==> src/rtl/pipe_stage_reg.sv <==
// -----------------------------------------------------------------------------
// pipe_stage_reg
//   Reusable pipeline boundary register (IF/ID, ID/EX, EX/MEM, MEM/WB).
//   Carries an opaque WIDTH-bit payload plus a valid bit.
//     MODE 0 : classic enable/flush latch, in_ready = enable.
//     MODE 1 : elastic ready/valid stage with a 2-entry skid buffer; in_ready
//              comes from a flop, so out_ready never reaches in_ready
//              combinationally.
//   Also reports occupancy and a saturating count of valid entries discarded
//   by flush.
//
// Ports
//   CLK, nRST           clock (rising edge), async active-low reset
//   flush               drop every held entry this edge (beats enable)
//   enable              advance / stall gate, 0 freezes the stage
//   in_valid, in_data   upstream entry
//   in_ready            stage can take in_data this cycle
//   out_valid, out_data downstream entry
//   out_ready           downstream accepts (MODE 1 only)
//   occupancy           valid entries held (0..2)
//   drop_cnt            saturating count of flushed valid entries
// -----------------------------------------------------------------------------
module pipe_stage_reg #(
    parameter int WIDTH = 32,
    parameter int MODE  = 0,
    parameter int CNT_W = 8
) (
    input  logic             CLK,
    input  logic             nRST,
    input  logic             flush,
    input  logic             enable,
    input  logic             in_valid,
    input  logic [WIDTH-1:0] in_data,
    output logic             in_ready,
    output logic             out_valid,
    output logic [WIDTH-1:0] out_data,
    input  logic             out_ready,
    output logic [1:0]       occupancy,
    output logic [CNT_W-1:0] drop_cnt
);

    // Sum width wide enough to hold CNT_W-bit max + 2 without wrapping.
    localparam int SW = ((CNT_W > 2) ? CNT_W : 2) + 1;

    logic             r_out_v;
    logic [WIDTH-1:0] r_out_d;
    logic             r_s_v;
    logic [WIDTH-1:0] r_s_d;
    logic [CNT_W-1:0] r_cnt;

    logic             w_out_v_nxt;
    logic [WIDTH-1:0] w_out_d_nxt;
    logic             w_s_v_nxt;
    logic [WIDTH-1:0] w_s_d_nxt;
    logic [CNT_W-1:0] w_cnt_nxt;

    logic             w_rdy;
    logic             w_push;
    logic             w_pop;
    logic [1:0]       w_occ;
    logic [SW-1:0]    w_sum;

    // Acceptance as seen by the datapath. The skid flop is the only MODE 1
    // term, which keeps out_ready off the in_ready path.
    assign w_rdy  = (MODE == 0) ? enable : (enable && !r_s_v);
    assign w_push = in_valid && w_rdy;
    assign w_pop  = r_out_v && out_ready && enable;
    assign w_occ  = {1'b0, r_out_v} + {1'b0, r_s_v};

    // During reset a MODE 1 stage is empty and advertises space at once.
    assign in_ready  = (MODE != 0 && !nRST) ? 1'b1 : w_rdy;
    assign out_valid = r_out_v;
    assign out_data  = r_out_d;
    assign occupancy = w_occ;
    assign drop_cnt  = r_cnt;

    assign w_sum = SW'(r_cnt) + SW'(w_occ);

    always_comb begin
        w_out_v_nxt = r_out_v;
        w_out_d_nxt = r_out_d;
        w_s_v_nxt   = r_s_v;
        w_s_d_nxt   = r_s_d;
        w_cnt_nxt   = r_cnt;

        if (flush) begin
            w_out_v_nxt = 1'b0;
            w_out_d_nxt = '0;
            w_s_v_nxt   = 1'b0;
            w_s_d_nxt   = '0;
            if (w_sum > SW'({CNT_W{1'b1}}))
                w_cnt_nxt = {CNT_W{1'b1}};
            else
                w_cnt_nxt = CNT_W'(w_sum);
        end else if (MODE == 0) begin
            if (enable) begin
                w_out_v_nxt = in_valid;
                w_out_d_nxt = in_data;
            end
        end else if (enable) begin
            if (!r_s_v) begin
                if (!r_out_v || w_pop) begin
                    // Main slot is free (or draining): refill straight from input.
                    w_out_v_nxt = w_push;
                    w_out_d_nxt = w_push ? in_data : '0;
                end else if (w_push) begin
                    // Downstream stalled: park the new entry in the skid slot.
                    w_s_v_nxt = 1'b1;
                    w_s_d_nxt = in_data;
                end
            end else if (w_pop) begin
                w_out_v_nxt = 1'b1;
                w_out_d_nxt = r_s_d;
                w_s_v_nxt   = 1'b0;
                w_s_d_nxt   = '0;
            end
        end
    end

    always_ff @(posedge CLK or negedge nRST) begin
        if (!nRST) begin
            r_out_v <= 1'b0;
            r_out_d <= '0;
            r_s_v   <= 1'b0;
            r_s_d   <= '0;
            r_cnt   <= '0;
        end else begin
            r_out_v <= w_out_v_nxt;
            r_out_d <= w_out_d_nxt;
            r_s_v   <= w_s_v_nxt;
            r_s_d   <= w_s_d_nxt;
            r_cnt   <= w_cnt_nxt;
        end
    end

endmodule

==> config.mk <==
export PLATFORM = sky130hd
export DESIGN_NAME = pipe_stage_reg
export DESIGN_NICKNAME = d
export VERILOG_FILES = /design/src/rtl/pipe_stage_reg.sv
export SDC_FILE = /design/constraint.sdc
export NUM_CORES = 1
export LEC_CHECK = 0
export CORE_MARGIN = 3
export CORE_UTILIZATION = 37
export CTS_CLUSTER_SIZE = 12
export DETAILED_ROUTE_END_ITERATION = 8
export GPL_TIMING_DRIVEN = 0
export HOLD_SLACK_MARGIN = 0.02
export PLACE_DENSITY = 0.76
export SLEW_MARGIN = 20
export SYNTH_ARGS = -nofsm -noshare
export SYNTH_HDL_FRONTEND = slang
export SYNTH_SLANG_ARGS = --single-unit
==> constraint.sdc <==
create_clock -name CLK -period 1.5 [get_ports CLK]
set_clock_uncertainty 0.1 [all_clocks]
set_input_delay 0.3 -clock CLK [delete_from_list [all_inputs] [get_ports CLK]]
set_output_delay 0.3 -clock CLK [all_outputs]
set_load 0.01 [all_outputs]
* Yosys cells after proc, flatten, opt, wreduce, memory -nomap -nowiden
Index checks and enable logic that the tools add are counted.
** Storage, ports and cells
- Register bits after elaboration :: 41
- Bits of input ports :: 38
- Output and inout port bits :: 44
- Word-level logic and storage cells :: 11
** Cells by class
- $add $sub $neg :: 1
- Order comparisons :: 1
- Multiplexer cells :: 5
- Reduce and logical (&&, ||, !) cells :: 1
** Operator list (count)
- 32-bit two-way mux :: 2
- 8-bit by 1-bit adder with 9-bit output :: 1
- 9-bit by 8-bit greater-than comparator with 1-bit output, second input constant :: 1
- 8-bit two-way mux :: 1
- 1-bit two-way mux :: 2
- 2-bit nonzero test :: 1

* Depth between registers and ports, before layout
Gate-level depths: netlist (run 1).
- Depth after elaboration :: 3
- Depth in mapped cells :: 4

* Worst setup path before layout (run 1)
OpenSTA, ideal clock, no wires.
- Path kind :: reg2reg
- Start :: register r_out_v (netlist: out_valid)
- End :: register r_cnt[7] (netlist: drop_cnt[7])
- Arrival :: 1.336 ns
- Path slack :: -0.061 ns
- Stages on the path, launching flop included :: 5
- Period minus slack after synthesis :: 1.561 ns
- Path through :: dfrtp_1 ha_1 and2_2 or2b_1 mux2_4
** On the way
- Longest elaborated chain between the ends :: 3
** Ends and longest elaborated chain
- start, declared :: RTL line 45 : logic r_out_v;
- start signal, assigned :: RTL line 128 : r_out_v <= w_out_v_nxt;
- 8-bit by 1-bit adder with 9-bit output (*) :: RTL line 77 : assign w_sum = SW'(r_cnt) + SW'(w_occ);
- 9-bit by 8-bit greater-than comparator with 1-bit output :: RTL line 91 : if (w_sum > SW'({CNT_W{1'b1}}))
- 8-bit two-way mux (*) :: RTL line 91
- end signal, assigned :: RTL line 132 : r_cnt <= w_cnt_nxt;
- end, declared :: RTL line 49 : logic [CNT_W-1:0] r_cnt;
Every way passes the cells marked *; elsewhere a longest branch is shown, timed or not.
A chain may end at the register's enable or synchronous reset.

* Worst setup path in the final report (run 1)
Same ends and word-level chain as after synthesis.

==> results of run 1 <==
metrics by stage:
stage	utilization [%]	instance area, µm²	power (µW)
floorplan	-	1792	1492
global placement	58.56	2638	1816
detailed placement	59.06	2660	1831
CTS	61.83	2785	2562
global route	62.03	2794	2684
finish	62.03	2794	2522
critical path, cell delays in order, from the launching register on:
cell     delay [ns]
dfrtp_1        0.39
buf_6          0.13
ha_4           0.16
and2_4         0.13
or2b_1         0.21
mux2_4         0.26
report_power, final:
group | internal [µW] | total [µW] | switching, µW
clock | 365 | 708 | 343
combinational | 309 | 570 | 261
sequential | 1190 | 1240 | 54.0
layout by cell type (no fill, tap or decap), types with 2 or more instances in the layout:
| cell | count |
|---|---|
| a21oi_1 | 8 |
| and3_4 | 2 |
| and4_4 | 2 |
| buf_2 | 5 |
| buf_4 | 14 |
| clkbuf_1 | 2 |
| clkbuf_8 | 6 |
| clkdlybuf4s50_1 | 35 |
| dfrtp_1 | 39 |
| dfrtp_2 | 2 |
| dlygate4sd2_1 | 40 |
| mux2i_1 | 34 |
| nand2_1 | 2 |
| nand3_1 | 2 |
| nor2_1 | 37 |
cell type report:
class / count / area share [%]
Tap cell: 52 / 2.329
Multi-Input combinational cell: 101 / 25.66
Sequential cell: 41 / 36.81
Timing Repair Buffer: 88 / 29.51
Buffer: 11 / 2.463
Clock buffer: 7 / 3.090
Inverter: 1 / 0.1343
cell families (layout without fill, tap and decap cells):
family | Yosys count | after routing | synth area share [%]
AO/OA/AOI/OAI | 11 | 11 | 3.569
adder cells (fa/ha/maj) | 2 | 2 | 1.399
buffers and inverters | 12 | 107 | 4.058
flip-flops | 41 | 41 | 57.38
multiplexers | 35 | 35 | 19.87
other | 1 | 1 | 0.2097
AND/OR/NAND/NOR | 52 | 52 | 13.51
metal layers:
metal	wire, µm	global-route usage, %
met1	1899	19.51
met2	2011	25.41
met3	316	5.013
met4	10	4.078
met5	0	0
how the worst max path moves through the flow:
| stage | startpoint | to | slack [ns] | depth (start not counted) |
|---|---|---|---|---|
| after floorplan | out_valid | drop_cnt[7] | 0.03 | 4 |
| after global placement | nRST | drop_cnt[5] | -1.04 | 1 |
| after detailed placement | flush | drop_cnt[7] | -0.24 | 4 |
| after CTS | out_valid | drop_cnt[7] | 0.002 | 5 |
| after global routing | out_valid | drop_cnt[7] | -0.04 | 5 |
| final | out_valid | drop_cnt[7] | 0.02 | 5 |
state kept, by name (all words and copies together), names as in the netlist:
signal	cells
drop_cnt	8
out_data	32
out_valid	1
what timing repair did:
action | CTS | global route
endpoints found under the hold margin | 22 | 0
pin swaps | 0 | 3
buffers inserted | 8 | 0
endpoints found under the setup margin | 44 | 4
hold buffers | 1 | 0
resized for setup | 50 | 3
==> impl_metrics.toml, run 1 <==
[worst_setup_path]
r2r_slack_ns = 0.02
r2r-start = "out_valid"
worstPathMaxFanout = 4
rr_worst_depth = 5
crit_path_start_kind = "flip-flop"
rr_endpoint = "drop_cnt[7]"
endpoint_kind = "flip-flop"
cp.arrival_ns = 1.55
path_class = "reg2reg"
crit_required_ns = 1.57

[final_layout]
ff_latch_area_um2 = 1028
fillers = 406
syn_to_final_growth_pct = 56.26
layout.nets = 289
drive_gt1_share_pct = 15.66
multi_input_area_um2 = 716.9
fin_cells = 301
diodes = 0

[worst_hold_path]
worstHoldStart = "enable"
min_path_cells = 3
hold_end = "out_data[3]"
hold_class = "in2reg"

[logic_synthesis]
ys_seq_area_share_pct = 57.38
avgSynthCellArea_um2 = 11.61
synth_flop_cell = "dfrtp_1"
synth_fp_nets = 194
yosysWarnings = 0
yosysTopAreaCellShare_pct = 57.38
synth_cells = 154
yosysMostFrequentCell = "dfrtp_1"
synth.distinct_cells = 26
ys_ff_latch = 41
synth_edf_count = 0
synthArstFlopShare_pct = 100.0
yosysTopAreaCell = "dfrtp_1"
netlist_area_um2 = 1788
synth_common_cells = "41 x dfrtp_1, 37 x nor2_1, 34 x mux2i_1"
ys_top_cells_by_area = "dfrtp_1 57%, mux2i_1 19%, nor2_1 7.8%"

[routing]
routed_via_density = 4.784
drtPass1Iterations = 4
wl_per_cell_um = 14.08
drc = 0
ant_nets = 0
drt-total-wl_um = 4238
drt_iter0_markers = 101
vias = 1440

[grt]
grt_pass1_vias = 1449
antenna_found_initial = 0
grt_pass1_wl_um = 6665
grtUsageTotal_pct = 15.40
grt_max_degree = 24
overflow = 0

[power]
ir_worst_vdd_uv = 525.3
p_per_area_nw_per_um2 = 902.8
power.leakage_uw = 0.001474

[floorplanning]
die_w_um = 75.52
die_h_um = 75.52
fp.coreArea_um2 = 4504
dieArea_um2 = 5703
rows = 24
io_pins = 82
initial_core_util_pct = 39.69

[timing]
layout_setup_ws_ns = 0.01691
worst_slew_pin_slew_ns = 0.5646
final_max_slew_viol_count = 0
setup_tns_ns = 0
setup_viol = 0
whs_ns = 0.3061
grt_setup_unrepaired = "yes"
fmax_ghz = 0.6743
finalHoldViolations = 0
final.min_clock_period_ns = 1.483
slew_headroom_pct = 62.36
fin_crit_sh_pct = 98.87

[cts]
h-tree-depth = 2
clock_latency_ns = 0.28
cts_tree = "done"
cts_buffers = 5
path_clk_slew_ns = 0.07
clock_sinks = 41
cts_buffer_depth = 2
cts_root_buffer = "clkbuf_8"

[place]
io_buffers = 78
dpl.hpwl_um = 3029
dp.cells = 285
pre_cts_ws_ns = -0.2356
gp_congestion = 0.8195

[run]
cap_violations = 0

[outcome]
status = "finished clean"
Note: power is estimated with default switching activity, not from simulation.
==> inputs of run 2 (changes only) <==
Settings changed: SLEW_MARGIN 20 to 10.
==> results of run 2 <==
Same layout as run 1: the final DEF is identical, and so are final timing and power.
